==> src/rtl/perf_counter_bank.sv <==
// Performance counter bank: NUM_CH event counters gated by a RUN/HALT/RESUME run-control FSM,
// with a snapshot shadow bank and a registered read mux. Define PERF_SATURATE_EN for saturating counters.
module perf_counter_bank #(
  parameter int NUM_CH = 4,
  parameter int CNT_W  = 32,
  parameter int SEL_W  = 2
) (
  input  logic              clk_i,
  input  logic              rst_i,
  input  logic              halt_i,
  input  logic              go_i,
  input  logic [NUM_CH-1:0] event_i,
  input  logic              clr_i,
  input  logic              snap_i,
  input  logic [SEL_W-1:0]  rd_sel_i,
  output logic [CNT_W-1:0]  rd_data_o,
  output logic [NUM_CH-1:0] ovf_o,
  output logic              running_o
);

  typedef enum logic [1:0] {
    RUN    = 2'd0,
    HALT   = 2'd1,
    RESUME = 2'd2
  } state_e;

  state_e            state_q, state_d;
  logic              go_q;
  logic              count_en;
  logic [CNT_W-1:0]  cnt_q    [NUM_CH];
  logic [CNT_W-1:0]  cnt_d    [NUM_CH];
  logic [CNT_W-1:0]  shadow_q [NUM_CH];
  logic [CNT_W-1:0]  shadow_d [NUM_CH];
  logic [NUM_CH-1:0] ovf_q, ovf_d;
  logic [CNT_W-1:0]  rd_data_q, rd_data_d;

  always_comb begin
    state_d = state_q;
    case (state_q)
      RUN:     if (halt_i) state_d = HALT;
      HALT:    if (go_i && !go_q) state_d = RESUME;
      RESUME:  state_d = RUN;
      default: state_d = RUN;
    endcase
  end

  // RESUME still counts, so only HALT freezes the counters.
  assign count_en = (state_q != HALT);

  always_comb begin
    for (int i = 0; i < NUM_CH; i++) begin
      cnt_d[i]    = cnt_q[i];
      ovf_d[i]    = ovf_q[i];
      shadow_d[i] = snap_i ? cnt_q[i] : shadow_q[i];
      if (clr_i) begin
        cnt_d[i] = '0;
        ovf_d[i] = 1'b0;
      end else if (count_en && event_i[i]) begin
        if (&cnt_q[i]) begin
          ovf_d[i] = 1'b1;
`ifdef PERF_SATURATE_EN
          cnt_d[i] = cnt_q[i];
`else
          cnt_d[i] = '0;
`endif
        end else begin
          cnt_d[i] = cnt_q[i] + CNT_W'(1);
        end
      end
    end
  end

  // Selects beyond NUM_CH fall through to zero.
  always_comb begin
    rd_data_d = '0;
    for (int i = 0; i < NUM_CH; i++) begin
      if (rd_sel_i == SEL_W'(i)) rd_data_d = shadow_q[i];
    end
  end

  always_ff @(posedge clk_i) begin
    if (rst_i) begin
      state_q   <= RUN;
      go_q      <= 1'b0;
      ovf_q     <= '0;
      rd_data_q <= '0;
      for (int i = 0; i < NUM_CH; i++) begin
        cnt_q[i]    <= '0;
        shadow_q[i] <= '0;
      end
    end else begin
      state_q   <= state_d;
      go_q      <= go_i;
      ovf_q     <= ovf_d;
      rd_data_q <= rd_data_d;
      cnt_q     <= cnt_d;
      shadow_q  <= shadow_d;
    end
  end

  assign rd_data_o = rd_data_q;
  assign ovf_o     = ovf_q;
  assign running_o = (state_q != HALT);

endmodule

==> config.mk <==
export PLATFORM = sky130hd
export DESIGN_NAME = perf_counter_bank
export DESIGN_NICKNAME = d
export VERILOG_FILES = /design/src/rtl/perf_counter_bank.sv
export SDC_FILE = /design/constraint.sdc
export NUM_CORES = 1
export LEC_CHECK = 0
export CAP_MARGIN = 25
export CORE_MARGIN = 8
export CORE_UTILIZATION = 45
export DETAILED_ROUTE_END_ITERATION = 6
export PLACE_DENSITY = 0.6
export REMOVE_ABC_BUFFERS = 1
export SLEW_MARGIN = 20
export SYNTH_ARGS = -nofsm -noshare
export SYNTH_HDL_FRONTEND = slang
export SYNTH_SLANG_ARGS = --single-unit
==> constraint.sdc <==
create_clock -name clk_i -period 3.08 [get_ports clk_i]
set_input_delay 0.462 -clock clk_i [delete_from_list [all_inputs] [get_ports clk_i]]
set_output_delay 0.462 -clock clk_i [all_outputs]
set_load 0.05 [all_outputs]
======== After elaboration in Yosys (flattened, before gate mapping) ========
Cells that the tools add are included.
cells by class
  add/sub/neg operators ................... 4
  equality and inequality tests ........... 7
  mux-type cells .......................... 11
  reduce and logical (&&, ||, !) cells .... 18
operator list
  cell                     number
  $mux W32                 8
  $reduce_and A33 Y1       4
  $add A32 B1 Y32 const B  4
  $reduce_and A32 Y1       4
  $logic_and A1 B1 Y1      5
  $eq A2 B1 Y1 const B     2
  $eq A2 B2 Y1 const B     2
  $logic_not A2 Y1         2
  $mux W2                  2
  $ne A2 B2 Y1 const B     2
  $pmux W2 S2              1
  $ne A2 B1 Y1 const B     1
  $reduce_and A2 Y1        1
  $reduce_or A2 Y1         1
  $logic_not A1 Y1         1
word-level totals
  flip-flop bits (word level) ............. 295
  input port bits ......................... 12
  output and inout bits ................... 37
  logic and storage cells ................. 55

======== Depth between registers and ports, before layout ========
Gate-level depths: netlist of run 1.
  word-level depth ........................ 5
  gate-level depth with buffers ........... 8
  mapped depth without buffers ............ 6

======== Worst setup path before layout of run 1 ========
Ideal clock, no wire load.
  path kind ............................... register to register
  start ................................... register state_q[0]
  end ..................................... register cnt_q[118] (netlist name)
  arrival time ............................ 2.234 ns
  path slack .............................. 0.731 ns
  stages on the path, launching flop included .. 9
  path buffers ............................ 2
  clock period less this slack ............ 2.349 ns
  cells stage by stage .................... dfxtp_1 nor2b_1 inv_1 buf_2 clkbuf_1 nand4_1 nor4_1 xnor2_1 nor2_1
on the way
  longest elaborated chain between the ends .. 2
ends and longest elaborated chain
  element                 RTL line  text
  start, declared         27        state_e state_q, state_d;
  start signal, assigned  92        state_q <= state_d;
  $ne A2 B1 Y1            --
  named net running_o     18        output logic running_o
  $logic_and A1 B1 Y1     58        end else if (count_en && event_i[i]) begin
  end signal, assigned    96        cnt_q <= cnt_d;
  end, declared           30        logic [CNT_W-1:0] cnt_q [NUM_CH];
The timed path passes the listed nets, and every way through them passes these cells.
A chain may end at the register's enable or synchronous reset.

======== Worst setup path in the final report of run 1 ========
  start ................................... register state_q[0]
  end ..................................... output running_o
on the way
  longest elaborated chain between the ends .. 1
ends and longest elaborated chain
  element        RTL line  text
  $ne A2 B1 Y1   103       assign running_o = (state_q != HALT);
  end, declared  18
No other way between the ends.

==> results_dict.tcl, run 1 <==
set metrics [dict create \
    dpl.cell_count 1583 \
    drt_first_pass_iters 5 \
    post_cts_buffers 0 \
    drcViolationCount 0 \
    ff2ff_setup_slack_ps 620 \
    routed_wl_mm 28.8 \
    crit_end "running_o" \
    antennaDiodeCount 0 \
    drtIter0Drc 532 \
    regToRegEndpoint "cnt_q[77]$_SDFFE_PP0P_" \
    root_buffer "clkbuf_16" \
    clk_latency_ps 510 \
    cts_resized 0 \
    place_congestion 0.839 \
    critical_path_arrival_ps 2350 \
    tns_ps 0 \
    worstReg2RegStart "state_q[0]$_SDFFE_PP0P_" \
    critPathLaunch "state_q[0]$_SDFFE_PP0P_" \
    ys_seq_area_frac 0.485 \
    die_h_um 180 \
    dp_slack_ps 539 \
    grt_max_degree 163 \
    via_count 8809 \
    grt_antenna_before_repair 0 \
    core-area_um2 26700 \
    irDropWorstVdd_mv 0.343 \
    die_area_um2 32600 \
    p_leak_nw 5.14 \
    min_period_over_period 0.912 \
    hpwl_mm 19.7 \
    skew_ps 21.1 \
    status "finished clean" \
    syn_avg_cell_area_um2 9.83 \
    path_class "reg -> out" \
    synth_edf_count 0 \
    syn_area_um2 12200 \
    drive_gt1_frac 0.0946 \
    holdBufCountCts 0 \
    clk_path_buf_depth 3 \
    ant_nets 0 \
    ys_ff_latch 295 \
    die_width_um 180 \
    period_needed_ps 2810 \
    r2r_cells 7 \
    grt_pass1_wl_mm 46.5 \
    grt_pass1_vias 8388 \
    ys_warn_count 0 \
    via_per_inst 5.37 \
    worst_pin_slew_ps 761 \
    setup_viol 0 \
    cts_tree "yes" \
    required_ps 2620 \
    path_max_fanout 15 \
    synth_cell_types 47 \
    portBuffers 48 \
    num_io_pins 49 \
    hold_ws_ps 216 \
    max_freq_mhz 356 \
    globalRouteTotalUtil 0.175 \
    htree_levels 2 \
    p_total_w 0.00820 \
    hold_path_class "in -> reg" \
    clock_sinks 295 \
    std_cell_rows 60 \
    clk_pin_slew_ps 50 \
    start_kind "flop" \
    rsz0062_at_grt "no" \
    grt-ovfl-total 0 \
    async_flop_share 0 \
    endpoint_kind "primary output" \
    syn_to_final_growth_pct 16.3 \
    p_per_area_nw_per_um2 579 \
    nets 1294 \
    maxSlewViolCount 0 \
    final_cells 1641 \
    drv_cap 0 \
    slew_headroom 0.493 \
    numCtsBuffers 34 \
    ys.flop_type "dfxtp_1" \
    floorplan.initialDensity 0.455 \
    worst_slack_ps 271 \
    drt-wirelength-per-cell_um 17.6 \
    postSynthCellCount 1238 \
    hold_viol 0 \
]
[Yosys cell counts, types with 2 or more instances]
master / instances / area (µm²)
a21oi_1: 6 / 30.0
a22o_1: 2 / 17.5
a31oi_1: 2 / 12.5
and2_1: 7 / 43.8
and3_1: 15 / 93.8
and4_1: 21 / 184
buf_1: 17 / 63.8
buf_2: 8 / 40.0
buf_4: 2 / 15.0
clkbuf_1: 37 / 139
dfxtp_1: 295 / 5910
ha_1: 4 / 50.1
inv_1: 14 / 52.6
mux2_2: 2 / 22.5
mux2i_1: 128 / 1280
mux4_2: 32 / 721
nand2_1: 50 / 188
nand3_1: 50 / 250
nand4_1: 40 / 250
nor2_1: 267 / 1000
nor2b_1: 34 / 213
nor3_1: 21 / 105
nor4_1: 26 / 163
nor4b_1: 2 / 17.5
o21a_1: 4 / 30.0
o21ai_0: 10 / 50.1
o311ai_0: 2 / 17.5
or2_2: 3 / 18.8
or3_1: 7 / 43.8
or4_1: 3 / 22.5
xnor2_1: 64 / 561
xor2_1: 48 / 420
[state kept, by name (all words and copies together) (netlist names)]
register / count
cnt_q: 128
go_q: 1
ovf_o: 4
rd_data_o: 32
shadow_q: 128
state_q: 2
[kinds of logic after synthesis]
kind of cell    synth area share
fa+ha+maj                0.00411
buf+inv                   0.0264
mux                        0.166
compound gates            0.0194
flops                      0.485
xor+xnor                  0.0806
simple gates               0.218
[cell usage in the layout, fill, tap and decap left out, types with 32 or more instances in the layout]
cell type        synthesis  routed
dfxtp_1                295     295
nor2_1                 267     267
mux2i_1                128     128
xnor2_1                 64      64
nand3_1                 50      50
nand2_1                 50      50
xor2_1                  48      48
clkdlybuf4s50_1          0      44
nand4_1                 40      40
clkbuf_16                0      35
nor2b_1                 34      34
mux4_2                  32      32
[worst min path at each step]
stage,start,to,slack (ps),cells past startpoint
2_1_floorplan,go_q$_SDFF_PP0_,state_q[1]$_SDFFE_PP0P_,390,1
4_1_cts,rst_i,go_q$_SDFF_PP0_,200,2
3_3_place_gp,state_q[1]$_SDFFE_PP0P_,state_q[0]$_SDFFE_PP0P_,410,1
3_5_place_dp,go_q$_SDFF_PP0_,state_q[1]$_SDFFE_PP0P_,410,1
6_report,rst_i,go_q$_SDFF_PP0_,220,2
5_1_grt,rst_i,go_q$_SDFF_PP0_,210,2
[stage by stage]
stage | instance area, µm² | utilization
2_1_floorplan | 11900 | -
5_1_grt | 14200 | 0.530
6_report | 14200 | 0.530
4_1_cts | 14200 | 0.530
3_5_place_dp | 13000 | 0.487
3_3_place_gp | 13000 | 0.487
[critical path, cell delays in order, from the launching register on]
cell	delay [ps]
dfxtp_1	310
nor2b_1	180
inv_1	430
clkdlybuf4s50_1	920
[power by group]
group / internal (W) / switching (W) / leakage [nW]
Sequential: 0.00382 / 0.00000724 / 2.38
Combinational: 0.0000920 / 0.000173 / 2.20
Clock: 0.00255 / 0.00155 / 0.559
Total: 0.00646 / 0.00173 / 5.14
[cell type report]
type / count / area (µm²)
clock buffer: 51 / 1030
multi-input combinational: 864 / 5960
timing repair buffer: 69 / 664
clock inverter: 7 / 120
tap: 341 / 427
fill: 2428 / 12600
inverter: 14 / 52.6
sequential: 295 / 5910
[layer usage]
metal	share of wire	track usage	vias to the layer above	routed length, µm
met3	0.049	0.0349	38	1400
li1	-	-	4377	-
met4	0.016	0.0499	0	473
met2	0.45	0.277	172	13000
met5	0	0	-	0
met1	0.48	0.239	4222	14000
Power figures use the tool's default switching activity.
==> run 2, diff against run 1 <==
--- a/config.mk
+++ b/config.mk
@@ -8,9 +8,11 @@
 export CAP_MARGIN = 25
 export CORE_MARGIN = 8
 export CORE_UTILIZATION = 45
+export CTS_BUF_LIST = sky130_fd_sc_hd__clkbuf_4 sky130_fd_sc_hd__clkbuf_8 sky130_fd_sc_hd__clkbuf_16
 export DETAILED_ROUTE_END_ITERATION = 6
 export PLACE_DENSITY = 0.6
 export REMOVE_ABC_BUFFERS = 1
+export SETUP_SLACK_MARGIN = 0.2
 export SLEW_MARGIN = 20
 export SYNTH_ARGS = -nofsm -noshare
 export SYNTH_HDL_FRONTEND = slang
==> run 2 against run 1 <==
Maximum frequency barely moved. Sequential power about the same. Clock power up 1%. Utilization is 0.098 points higher. Global-route usage is essentially flat. Via count is 0.51% lower. Final area grew 0.19%. Register-to-register slack about the same. Cell count did not move. Largest cell class unchanged.
==> results_dict.tcl, run 2 (synthesized netlist as in run 1, its figures left out) <==
set metrics [dict create \
    drcViolationCount 0 \
    path_depth 3 \
    antennaDiodeCount 0 \
    worst_pin_slew_ps 753 \
    path_buf_inv 2 \
    seq_area_um2 5910 \
    ant_nets 0 \
    p_total_w 0.00826 \
    drtIter0Drc 575 \
    numCtsBuffers 34 \
    slowest_delay_ps 920 \
    hold_viol 0 \
    clk_latency_ps 520 \
    status "finished clean" \
    p_per_area_nw_per_um2 582 \
    drv_cap 0 \
    post_cts_buffers 0 \
    nets 1294 \
    multi_input_area_um2 5960 \
    crit_family "buffers and inverters" \
    syn_to_final_growth_pct 16.5 \
    globalRouteTotalUtil 0.175 \
    grt_antenna_before_repair 0 \
    dpl_cell_area_um2 13000 \
    max_freq_mhz 356 \
    die_area_um2 32600 \
    hpwl_mm 19.7 \
    final_common_cell "dfxtp_1" \
    critical_path_arrival_ps 2350 \
    die_h_um 180 \
    core-area_um2 26700 \
    routed_wl_mm 28.8 \
    path_class "reg -> out" \
    place_congestion 0.839 \
    drt-wirelength-per-cell_um 17.6 \
    dp_slack_ps 539 \
    std_cell_rows 60 \
    floorplan.initialDensity 0.455 \
    num_io_pins 49 \
    via_count 8764 \
    clk_pin_slew_ps 50 \
    grt_pass1_vias 8367 \
    fillerInstances 2429 \
    period_needed_ps 2810 \
    layout_common_cells "dfxtp_1, nor2_1, mux2i_1" \
    clk_path_buf_depth 3 \
    cts_resized 0 \
    drive_gt1_frac 0.100 \
    cts_tree "yes" \
    die_width_um 180 \
    rsz0062_at_grt "no" \
    htree_levels 2 \
    holdBufCountCts 0 \
    required_ps 2620 \
    ff2ff_setup_slack_ps 610 \
    hold_path_class "in -> reg" \
    holdPathStages 2 \
    portBuffers 48 \
    irDropWorstVdd_mv 0.343 \
    skew_ps 23.1 \
    root_buffer "clkbuf_16" \
    grt_pass1_wl_mm 46.5 \
    postLayoutCellArea_um2 14200 \
    grt_max_degree 163 \
    path_cells "nor2b_1 > inv_1 > clkdlybuf4s50_1" \
    slew_headroom 0.498 \
    drt_first_pass_iters 5 \
    crit_slowest_cell "clkdlybuf4s50_1" \
    clock_sinks 295 \
    path_max_fanout 15 \
    via_per_inst 5.34 \
    p_leak_nw 5.16 \
    r2r_cells 7 \
    endpoint_kind "primary output" \
    setup_viol 0 \
    grt-ovfl-total 0 \
    maxSlewViolCount 0 \
    worst_slack_ps 269 \
    start_kind "flop" \
    min_period_over_period 0.913 \
]
-- run 2: worst register-to-register path, stage by stage, from the launching register on --
cell and delay (ps):
dfxtp_1 310, nor2b_1 180, inv_1 430, nand4_1 210, or4_1 580, o21ai_2 250, buf_4 300, nor2_1 80
-- run 2: cell type report --
type / instances / share of cell area
sequential: 295 / 0.416
clock inverter: 7 / 0.00847
tap: 341 / 0.0301
inverter: 14 / 0.00371
multi-input combinational: 864 / 0.420
clock buffer: 51 / 0.0742
timing repair buffer: 69 / 0.0468
-- run 2: metal layers --
| metal | track usage | share of wire |
|---|---|---|
| met1 | 0.240 | 0.49 |
| met2 | 0.276 | 0.45 |
| met3 | 0.0349 | 0.048 |
| met4 | 0.0506 | 0.016 |
| met5 | 0 | 0 |
-- run 2: through the flow --
stage / util / std cells / setup TNS, ps / hold slack, ps
6_report: 0.531 / 1641 / 0 / 218
5_1_grt: 0.531 / 1641 / 0 / 209
4_1_cts: 0.531 / 1641 / 0 / 199
3_5_place_dp: 0.487 / 1583 / 0 / 407
3_3_place_gp: 0.487 / 1583 / 0 / 412
2_1_floorplan: - / 1173 / -8260 / 389
-- run 2: final timing paths --
kind                           startpoint                 endpoint
setup reg to reg  state_q[0]$_SDFFE_PP0P_   cnt_q[77]$_SDFFE_PP0P_
hold reg to reg           go_q$_SDFF_PP0_  state_q[1]$_SDFFE_PP0P_
hold / removal                      rst_i          go_q$_SDFF_PP0_
setup / recovery  state_q[0]$_SDFFE_PP0P_                running_o
-- run 2: power by group --
group          leakage [nW]  total, W  switching, W  internal [W]
Clock                 0.583   0.00416       0.00155       0.00261
Combinational          2.20  0.000265      0.000173     0.0000920
Sequential             2.38   0.00383    0.00000717       0.00382
==> run 3, diff against run 2 <==
--- a/config.mk
+++ b/config.mk
@@ -6,6 +6,7 @@
 export NUM_CORES = 1
 export LEC_CHECK = 0
 export CAP_MARGIN = 25
+export CORE_ASPECT_RATIO = 0.9
 export CORE_MARGIN = 8
 export CORE_UTILIZATION = 45
 export CTS_BUF_LIST = sky130_fd_sc_hd__clkbuf_4 sky130_fd_sc_hd__clkbuf_8 sky130_fd_sc_hd__clkbuf_16
==> run 3 against run 2 <==
Non-clock buffer count is 1 higher. Maximum frequency is 13% higher. Global-route usage is 0.15 points lower. Worst hold slack worse by 2.3 ps. Utilization down 0.43 points. Highest routed layer unchanged.
==> results_dict.tcl, run 3 (synthesized netlist as in run 1, its figures left out) <==
set metrics [dict create \
    worst_pin_slew_ps 698 \
    hold_path_end "shadow_q[97]$_SDFFE_PP0P_" \
    final_common_cell "dfxtp_1" \
    critical_path_arrival_ps 2930 \
    max_freq_mhz 400 \
    power_frac_clock 0.482 \
    skew_ps 10.3 \
    hold_start "rst_i" \
    grt-ovfl-total 0 \
    drcViolationCount 0 \
    rsz0062_at_grt "no" \
    drive_gt1_frac 0.0978 \
    path_cells "nor2b_1 > inv_1 > and4_1 > nand3_1 > o21ai_1 > buf_4 > nor2_1" \
    ff2ff_setup_slack_ps 580 \
    via_count 8692 \
    layout_common_cells "dfxtp_1, nor2_1, mux2i_1" \
    drt_first_pass_iters 5 \
    endpoint_kind "flop" \
    floorplan.initialDensity 0.454 \
    clk_latency_ps 550 \
    portBuffers 48 \
    p_int_w 0.00626 \
    dpl.cell_count 1597 \
    path_class "reg -> reg" \
    drv_cap 0 \
    maxSlewViolCount 0 \
    clk_path_buf_depth 3 \
    clock_sinks 295 \
    die_width_um 189 \
    htree_levels 1 \
    core-area_um2 26800 \
    seqPwrFrac 0.484 \
    hold_ws_ps 215 \
    setup_viol 0 \
    p_sw_frac 0.209 \
    grt_pass1_wl_mm 46.0 \
    grt_antenna_before_repair 1 \
    min_period_over_period 0.811 \
    slowest_delay_ps 560 \
    status "finished clean" \
    p_sw_w 0.00165 \
    die_area_um2 32600 \
    clk_pin_slew_ps 60 \
    numCtsBuffers 31 \
    final_cells 1652 \
    period_needed_ps 2500 \
    drtIter0Drc 537 \
    p_leak_nw 5.13 \
    holdPathStages 2 \
    die_h_um 172 \
    worstReg2RegStart "state_q[0]$_SDFFE_PP0P_" \
    syn_to_final_growth_pct 16.0 \
    grt_max_degree 59 \
    drt-wirelength-per-cell_um 17.2 \
    ant_nets 0 \
    slew_headroom 0.533 \
    required_ps 3510 \
    num_io_pins 49 \
    dp_slack_ps 497 \
    start_kind "flop" \
    p_per_area_nw_per_um2 561 \
    root_buffer "clkbuf_16" \
    worst_slack_ps 583 \
    hpwl_mm 19.8 \
    antennaDiodeCount 0 \
    comb_power_share 0.034 \
    crit_slowest_cell "and4_1" \
    final_core_util 0.526 \
    cts_tree "yes" \
    r2r_cells 7 \
    path_max_fanout 14 \
    via_per_inst 5.26 \
    nets 1292 \
    routed_wl_mm 28.4 \
    regToRegEndpoint "cnt_q[17]$_SDFFE_PP0P_" \
    globalRouteTotalUtil 0.173 \
    std_cell_rows 57 \
    hold_path_class "in -> reg" \
    place_congestion 0.843 \
    hold_viol 0 \
    irDropWorstVdd_mv 0.382 \
    grt_pass1_vias 8288 \
]
run 3: through the flow:
step                      power, W  cell area (µm²)  TNS [ps]
after floorplan            0.00401            11900     -8260
after global placement     0.00418            13100         0
after detailed placement   0.00418            13100         0
after CTS                  0.00800            14100         0
after global routing       0.00818            14100         0
final                      0.00792            14100         0
run 3: worst max path at each step:
stage,depth (start not counted),start,slack [ps],end
2_1_floorplan,6,cnt_q[32]$_SDFFE_PP0P_,-200,cnt_q[34]$_SDFFE_PP0P_
3_5_place_dp,6,event_i[1],500,cnt_q[72]$_SDFFE_PP0P_
3_3_place_gp,6,event_i[1],560,cnt_q[80]$_SDFFE_PP0P_
4_1_cts,3,state_q[0]$_SDFFE_PP0P_,200,running_o
5_1_grt,7,state_q[0]$_SDFFE_PP0P_,400,cnt_q[10]$_SDFFE_PP0P_
6_report,7,state_q[0]$_SDFFE_PP0P_,580,cnt_q[17]$_SDFFE_PP0P_
run 3: layer usage:
layer / part of all wire / global-route usage
met1: 0.53 / 0.263
met2: 0.41 / 0.253
met3: 0.036 / 0.0236
met4: 0.025 / 0.0479
met5: 0 / 0
run 3: final cells by class:
class	instances	area (µm²)
Tap cell	354	443
Multi-Input combinational cell	864	5960
Sequential cell	295	5910
Timing Repair Buffer	70	692
Inverter	14	52.6
Fill cell	2463	12700
Clock inverter	8	121
Clock buffer	47	940
run 3: repair_timing:
action | in CTS | in global routing
hold buffers | 0 | 0
buffers inserted | 0 | 0
gates resized for setup | 0 | 1
setup endpoints to repair | 0 | 1
run 3: power groups by stage:
| stage | clock, W | sequential, W | combinational (W) |
|---|---|---|---|
| final | 0.00382 | 0.00383 | 0.000267 |
| after floorplan | 0 | 0.00391 | 0.0000997 |
| after global placement | 0 | 0.00391 | 0.000269 |
| after detailed placement | 0 | 0.00392 | 0.000269 |
| after global routing | 0.00407 | 0.00383 | 0.000288 |
| after CTS | 0.00390 | 0.00383 | 0.000270 |
run 3: worst max-delay path, delay by kind of cell, from the launching register on:
family / cells / cell delay, ps
and+or+nand+nor: 4 / 1150
buffers and inverters: 2 / 660
DFF: 1 / 310
AOI/OAI and AO/OA: 1 / 260
